## src/rtl/univ_shift_reg_pkg.sv

```systemverilog
// Package: shift_reg_pkg
// Purpose: operation codes shared by the universal shift register and its users.
//   The mode field is 3 bits wide. Codes 6 and 7 are reserved: the register
//   treats them exactly like HOLD (q and the shift count are left untouched).
package shift_reg_pkg;

  localparam int MODE_W = 3;

  localparam logic [MODE_W-1:0] MODE_HOLD = 3'd0;  // q unchanged
  localparam logic [MODE_W-1:0] MODE_SHL  = 3'd1;  // shift left, sin_l enters bit 0
  localparam logic [MODE_W-1:0] MODE_SHR  = 3'd2;  // shift right, sin_r enters MSB
  localparam logic [MODE_W-1:0] MODE_LOAD = 3'd3;  // parallel load from din
  localparam logic [MODE_W-1:0] MODE_ROL  = 3'd4;  // rotate left
  localparam logic [MODE_W-1:0] MODE_ROR  = 3'd5;  // rotate right
  // 3'd6 and 3'd7 are reserved and decode as HOLD.

  // True for the four modes that move bits and therefore advance the shift count.
  function automatic logic is_shift_mode(input logic [MODE_W-1:0] m);
    return (m == MODE_SHL) || (m == MODE_SHR) || (m == MODE_ROL) || (m == MODE_ROR);
  endfunction

endpackage

```

## src/rtl/dff_async_bit.sv

```systemverilog
// Module: dff_async_bit
// Purpose: single-bit D flip-flop, rising-edge clocked, asynchronous active-low
//   reset to a parameterised value. One instance per register bit.
// Ports:
//   clk    in  rising-edge clock
//   reset  in  asynchronous, active-low reset
//   d      in  next-state data
//   q      out registered data
module dff_async_bit #(
  parameter logic RESET_VAL = 1'b0
) (
  input  logic clk,
  input  logic reset,
  input  logic d,
  output logic q
);

  always_ff @(posedge clk or negedge reset) begin
    if (!reset) q <= RESET_VAL;
    else        q <= d;
  end

endmodule

```

## src/rtl/univ_shift_reg.sv

```systemverilog
// Module: univ_shift_reg
// Purpose: parameterised multi-mode register: hold, shift left/right, parallel
//   load, rotate left/right. Provides true/complement outputs, serial outputs at
//   both ends and a one-cycle pulse after every WIDTH shifts since load/reset.
// Ports:
//   clk         in   rising-edge clock
//   reset       in   asynchronous, active-low reset
//   en          in   clock enable; 0 holds q and the shift count
//   mode        in   [2:0] operation select (codes in shift_reg_pkg)
//   din         in   [WIDTH-1:0] parallel load data
//   sin_l       in   serial in, enters q[0] on shift left
//   sin_r       in   serial in, enters q[WIDTH-1] on shift right
//   q           out  [WIDTH-1:0] register contents
//   qb          out  [WIDTH-1:0] ~q
//   sout_l      out  q[WIDTH-1]
//   sout_r      out  q[0]
//   shift_done  out  one-cycle pulse after the WIDTH-th shift/rotate
// There is no handshake on this block: every enabled rising edge is one
// operation, the result is visible one cycle later.
module univ_shift_reg
  import shift_reg_pkg::*;
#(
  parameter int               WIDTH       = 8,
  parameter logic [WIDTH-1:0] RESET_VALUE = '0
) (
  input  logic             clk,
  input  logic             reset,
  input  logic             en,
  input  logic [2:0]       mode,
  input  logic [WIDTH-1:0] din,
  input  logic             sin_l,
  input  logic             sin_r,
  output logic [WIDTH-1:0] q,
  output logic [WIDTH-1:0] qb,
  output logic             sout_l,
  output logic             sout_r,
  output logic             shift_done
);

  localparam int               CW   = $clog2(WIDTH + 1);
  localparam logic [CW-1:0]    LAST = CW'(WIDTH - 1);

  logic [WIDTH-1:0] q_next;
  logic [CW-1:0]    count;
  logic             shifting;

  // Next-state mux. When disabled or on HOLD/reserved codes the flops reload q.
  always_comb begin
    q_next = q;
    if (en) begin
      case (mode)
        MODE_SHL:  q_next = {q[WIDTH-2:0], sin_l};
        MODE_SHR:  q_next = {sin_r, q[WIDTH-1:1]};
        MODE_LOAD: q_next = din;
        MODE_ROL:  q_next = {q[WIDTH-2:0], q[WIDTH-1]};
        MODE_ROR:  q_next = {q[0], q[WIDTH-1:1]};
        default:   q_next = q;
      endcase
    end
  end

  assign shifting = en && is_shift_mode(mode);

  // One flop per bit so each bit carries its own reset value.
  for (genvar i = 0; i < WIDTH; i++) begin : g_bit
    dff_async_bit #(
      .RESET_VAL(RESET_VALUE[i])
    ) u_bit (
      .clk  (clk),
      .reset(reset),
      .d    (q_next[i]),
      .q    (q[i])
    );
  end

  // Shift counter: LOAD restarts the sequence; the WIDTH-th shift wraps the
  // count and raises shift_done for exactly the following cycle. Directions
  // are not distinguished.
  always_ff @(posedge clk or negedge reset) begin
    if (!reset) begin
      count      <= '0;
      shift_done <= 1'b0;
    end else if (!en) begin
      shift_done <= 1'b0;
    end else if (mode == MODE_LOAD) begin
      count      <= '0;
      shift_done <= 1'b0;
    end else if (shifting) begin
      if (count == LAST) begin
        count      <= '0;
        shift_done <= 1'b1;
      end else begin
        count      <= count + CW'(1);
        shift_done <= 1'b0;
      end
    end else begin
      shift_done <= 1'b0;
    end
  end

  assign qb     = ~q;
  assign sout_l = q[WIDTH-1];
  assign sout_r = q[0];

endmodule

```

## config.mk

```make
export PLATFORM = sky130hd
export DESIGN_NAME = univ_shift_reg
export DESIGN_NICKNAME = d
export VERILOG_FILES = /design/src/rtl/univ_shift_reg_pkg.sv /design/src/rtl/dff_async_bit.sv /design/src/rtl/univ_shift_reg.sv
export SDC_FILE = /design/constraint.sdc
export NUM_CORES = 1
export LEC_CHECK = 0
export ABC_CLOCK_PERIOD_IN_PS = 1200
export BUFFER_PORTS_ARGS = -buffer_cell sky130_fd_sc_hd__buf_4
export CAP_MARGIN = 10
export CELL_PAD_IN_SITES_DETAIL_PLACEMENT = 0
export CELL_PAD_IN_SITES_GLOBAL_PLACEMENT = 1
export CORE_UTILIZATION = 33
export CTS_BUF_LIST = sky130_fd_sc_hd__clkbuf_8
export CTS_CLUSTER_DIAMETER = 100
export DETAILED_ROUTE_END_ITERATION = 7
export PLACE_DENSITY_LB_ADDON = 0.1
export SKIP_LAST_GASP = 1
export SYNTH_ARGS = -nofsm -noshare
export SYNTH_HDL_FRONTEND = slang
export SYNTH_SLANG_ARGS = --single-unit
```

## constraint.sdc

```tcl
create_clock -name clk -period 1.2 [get_ports clk]
set_input_delay 0 -clock clk [delete_from_list [all_inputs] [get_ports clk]]
set_output_delay 0 -clock clk [all_outputs]
set_load 0.05 [all_outputs]
```

==> flow_metrics.env <==
export IMPL_diodes=0
export IMPL_holdCritPathClass="in2async"
export IMPL_ir_worst_vdd_mv=0.611
export IMPL_cp_arrival_ps=1380
export IMPL_maxSlewViolCount=0
export IMPL_end_kind="register"
export IMPL_synth_area_leaders="dfrtp_1, a211oi_1, buf_4"
export IMPL_syn_area_um2=1020
export IMPL_io_buffers=34
export IMPL_seqCellArea_um2=328
export IMPL_dpl_instance_area_um2=1320
export IMPL_clock_skew_ps=0.323
export IMPL_p_sw_uw=1050
export IMPL_combPwrFrac_pct=53.4
export IMPL_rows=19
export IMPL_timing_setup_tns_ps=0
export IMPL_cts_root_buf="clkbuf_8"
export IMPL_cts_made_buffers=3
export IMPL_vias_per_cell=5.37
export IMPL_synth_area_leader_cell="dfrtp_1"
export IMPL_grt_pass1_wl_mm=4.48
export IMPL_cp_start_kind="register"
export IMPL_h_tree_depth=1
export IMPL_path_class="reg2reg"
export IMPL_multi_input_area_um2=567
export IMPL_swShare_pct=46.4
export IMPL_cpLargestDelayFamily="simple AND/OR/NAND/NOR gates"
export IMPL_fin_nets=176
export IMPL_grt_start_max_net_pins=14
export IMPL_grt_use_total_pct=17.7
export IMPL_coreArea_um2=2830
export IMPL_ys_seq_area_share_pct=31.9
export IMPL_clock_latency_ps=240
export IMPL_ys_seq_elements=13
export IMPL_vias=1015
export IMPL_critPathMaxStageDelay_ps=390
export IMPL_p_int_uw=1210
export IMPL_dp_hpwl_mm=2.08
export IMPL_n_fill_cell=280
export IMPL_pwr_share_clk_pct=17.1
export IMPL_die_area_um2=3310
export IMPL_path_buf_inv=1
export IMPL_violations="design-rule violations"
export IMPL_cts_tree="done"
export IMPL_clk_pin_slew_worst_paths_ps=60
export IMPL_place_inst=182
export IMPL_synth_main_ff_cell="dfrtp_1"
export IMPL_antenna_found_initial=0
export IMPL_stdcell_count=189
export IMPL_drc=2
export IMPL_synthDominantCellAreaShare_pct=31.9
export IMPL_slowest_stage="or3_4"
export IMPL_area_delta_synth_final_pct=39.2
export IMPL_initial_core_util_pct=36.0
export IMPL_wire_per_inst_um=14.5
export IMPL_io_pins=35
export IMPL_gr_total_overflow=0
export IMPL_clock_path_buffers=2
export IMPL_first_pass_iters=8
export IMPL_post_route_min_period_ps=1200
export IMPL_synth_edff_count=0
export IMPL_die_y_um=57.6
export IMPL_min_period_over_period_pct=99.9
export IMPL_fin_area_um2=1420
export IMPL_ys_warn_count=0
export IMPL_syn_num_nets=138
export IMPL_max_cap_violations=0
export IMPL_synth_common_cells="dfrtp_1, a211oi_1, inv_1, o21ai_0, buf_4"
export IMPL_antenna_left=0
export IMPL_required_ps=1380
export IMPL_setup_violations=0
export IMPL_drive_gt1_share_pct=44.3
export IMPL_path_cells="buf_6 > nand3_2 > or3_4 > a21oi_2 > a21o_1"
export IMPL_ys_types=34
export IMPL_critPathMaxFanout=2
export IMPL_worstMarginPinSlew_ps=238
export IMPL_leakage_uw=0.000655
export IMPL_postSynthCellCount=121
export IMPL_max_freq_ghz=0.834
export IMPL_yosysMostFrequentCell="dfrtp_1"
export IMPL_hold_slack_ps=148
export IMPL_async_flop_share_pct=100
export IMPL_rsz0062_at_grt="true"
export IMPL_status="complete, but fails checks"
export IMPL_numClockSinks=13
export IMPL_max_slew_margin_rel_pct=84.0
export IMPL_syn_area_per_cell_um2=8.42
export IMPL_p_per_area_nw_per_um2=1600
export IMPL_dr_first_iter_drc_count=55
export IMPL_finalWirelength_mm=2.74
export IMPL_seq_power_share_pct=29.5
export IMPL_die_w_um=57.6
export IMPL_gp_congestion=0.774
export IMPL_finalHoldViolCount=0
export IMPL_grt_pass1_vias=958
[routing by layer]
metal / wire length [um] / global-route usage (%)
met2: 1170 / 26.4
met5: 0 / 0
met3: 165 / 2.27
met1: 1390 / 25.5
met4: 16 / 7.67
[flip-flops by register name, summed over array words and instances (netlist names)]
name / cells
g_bit.u_bit.q: 8
count: 4
shift_done: 1
[cell families after synthesis]
logic type	share of synthesized area, %
compound gates	30.7
buf+inv	14.6
mux	5.41
flops	31.9
fa+ha+maj	1.23
simple gates	16.1
[cell usage in the layout (no fill, tap or decap), drive strengths merged, types with 5 or more instances in the layout]
master	n
a211oi	14
dfrtp	13
a21oi	6
o21ai	15
nor2b	5
nand2	8
buf	48
inv	8
a22o	5
[power by group through the flow]
stage / combinational, uW / clock [uW] / sequential (uW)
6_report: 1210 / 388 / 668
5_1_grt: 1290 / 422 / 685
4_1_cts: 1190 / 403 / 666
3_5_place_dp: 1160 / 0 / 666
3_3_place_gp: 1150 / 0 / 662
2_1_floorplan: 818 / 0 / 691
[area by class of cell]
| type | count | area share [%] |
|---|---|---|
| Clock buffer | 3 | 2.91 |
| Clock inverter | 1 | 0.265 |
| Inverter | 10 | 3.44 |
| Multi-Input combinational cell | 82 | 40.0 |
| Sequential cell | 13 | 23.1 |
| Tap cell | 31 | 2.74 |
| Timing Repair Buffer | 49 | 27.5 |
[through the flow]
stage / total power [uW] / setup slack, ps / utilization, %
after CTS: 2260 / -26.2 / 49.3
after global placement: 1810 / 9.53 / 46.7
after global routing: 2390 / -70.3 / 50.1
final: 2270 / 1.44 / 50.1
after floorplan: 1510 / -226 / -
after detailed placement: 1820 / -16.5 / 46.7
[repair_timing]
| item | in CTS | in global routing |
|---|---|---|
| pin swaps | 3 | 2 |
| endpoints found under the hold margin | 13 | 0 |
| setup buffers | 1 | 1 |
| gates resized for setup | 4 | 4 |
| endpoints found under the setup margin | 2 | 3 |
| hold buffers | 1 | 0 |
[final timing paths]
check | start | slack [ps] | depth (start not counted) | endpoint
max | count[1] | 1 | 5 | count[3]
min | reset | 150 | 2 | g_bit[1].u_bit.q
max reg2reg | count[1] | 1 | 5 | count[3]
min reg2reg | count[3] | 530 | 1 | shift_done
max in group asynchronous | reset | 860 | 2 | g_bit[7].u_bit.q
min in group clk | sin_l | 180 | 4 | g_bit[0].u_bit.q
Note: power is estimated with default switching activity, not from simulation.
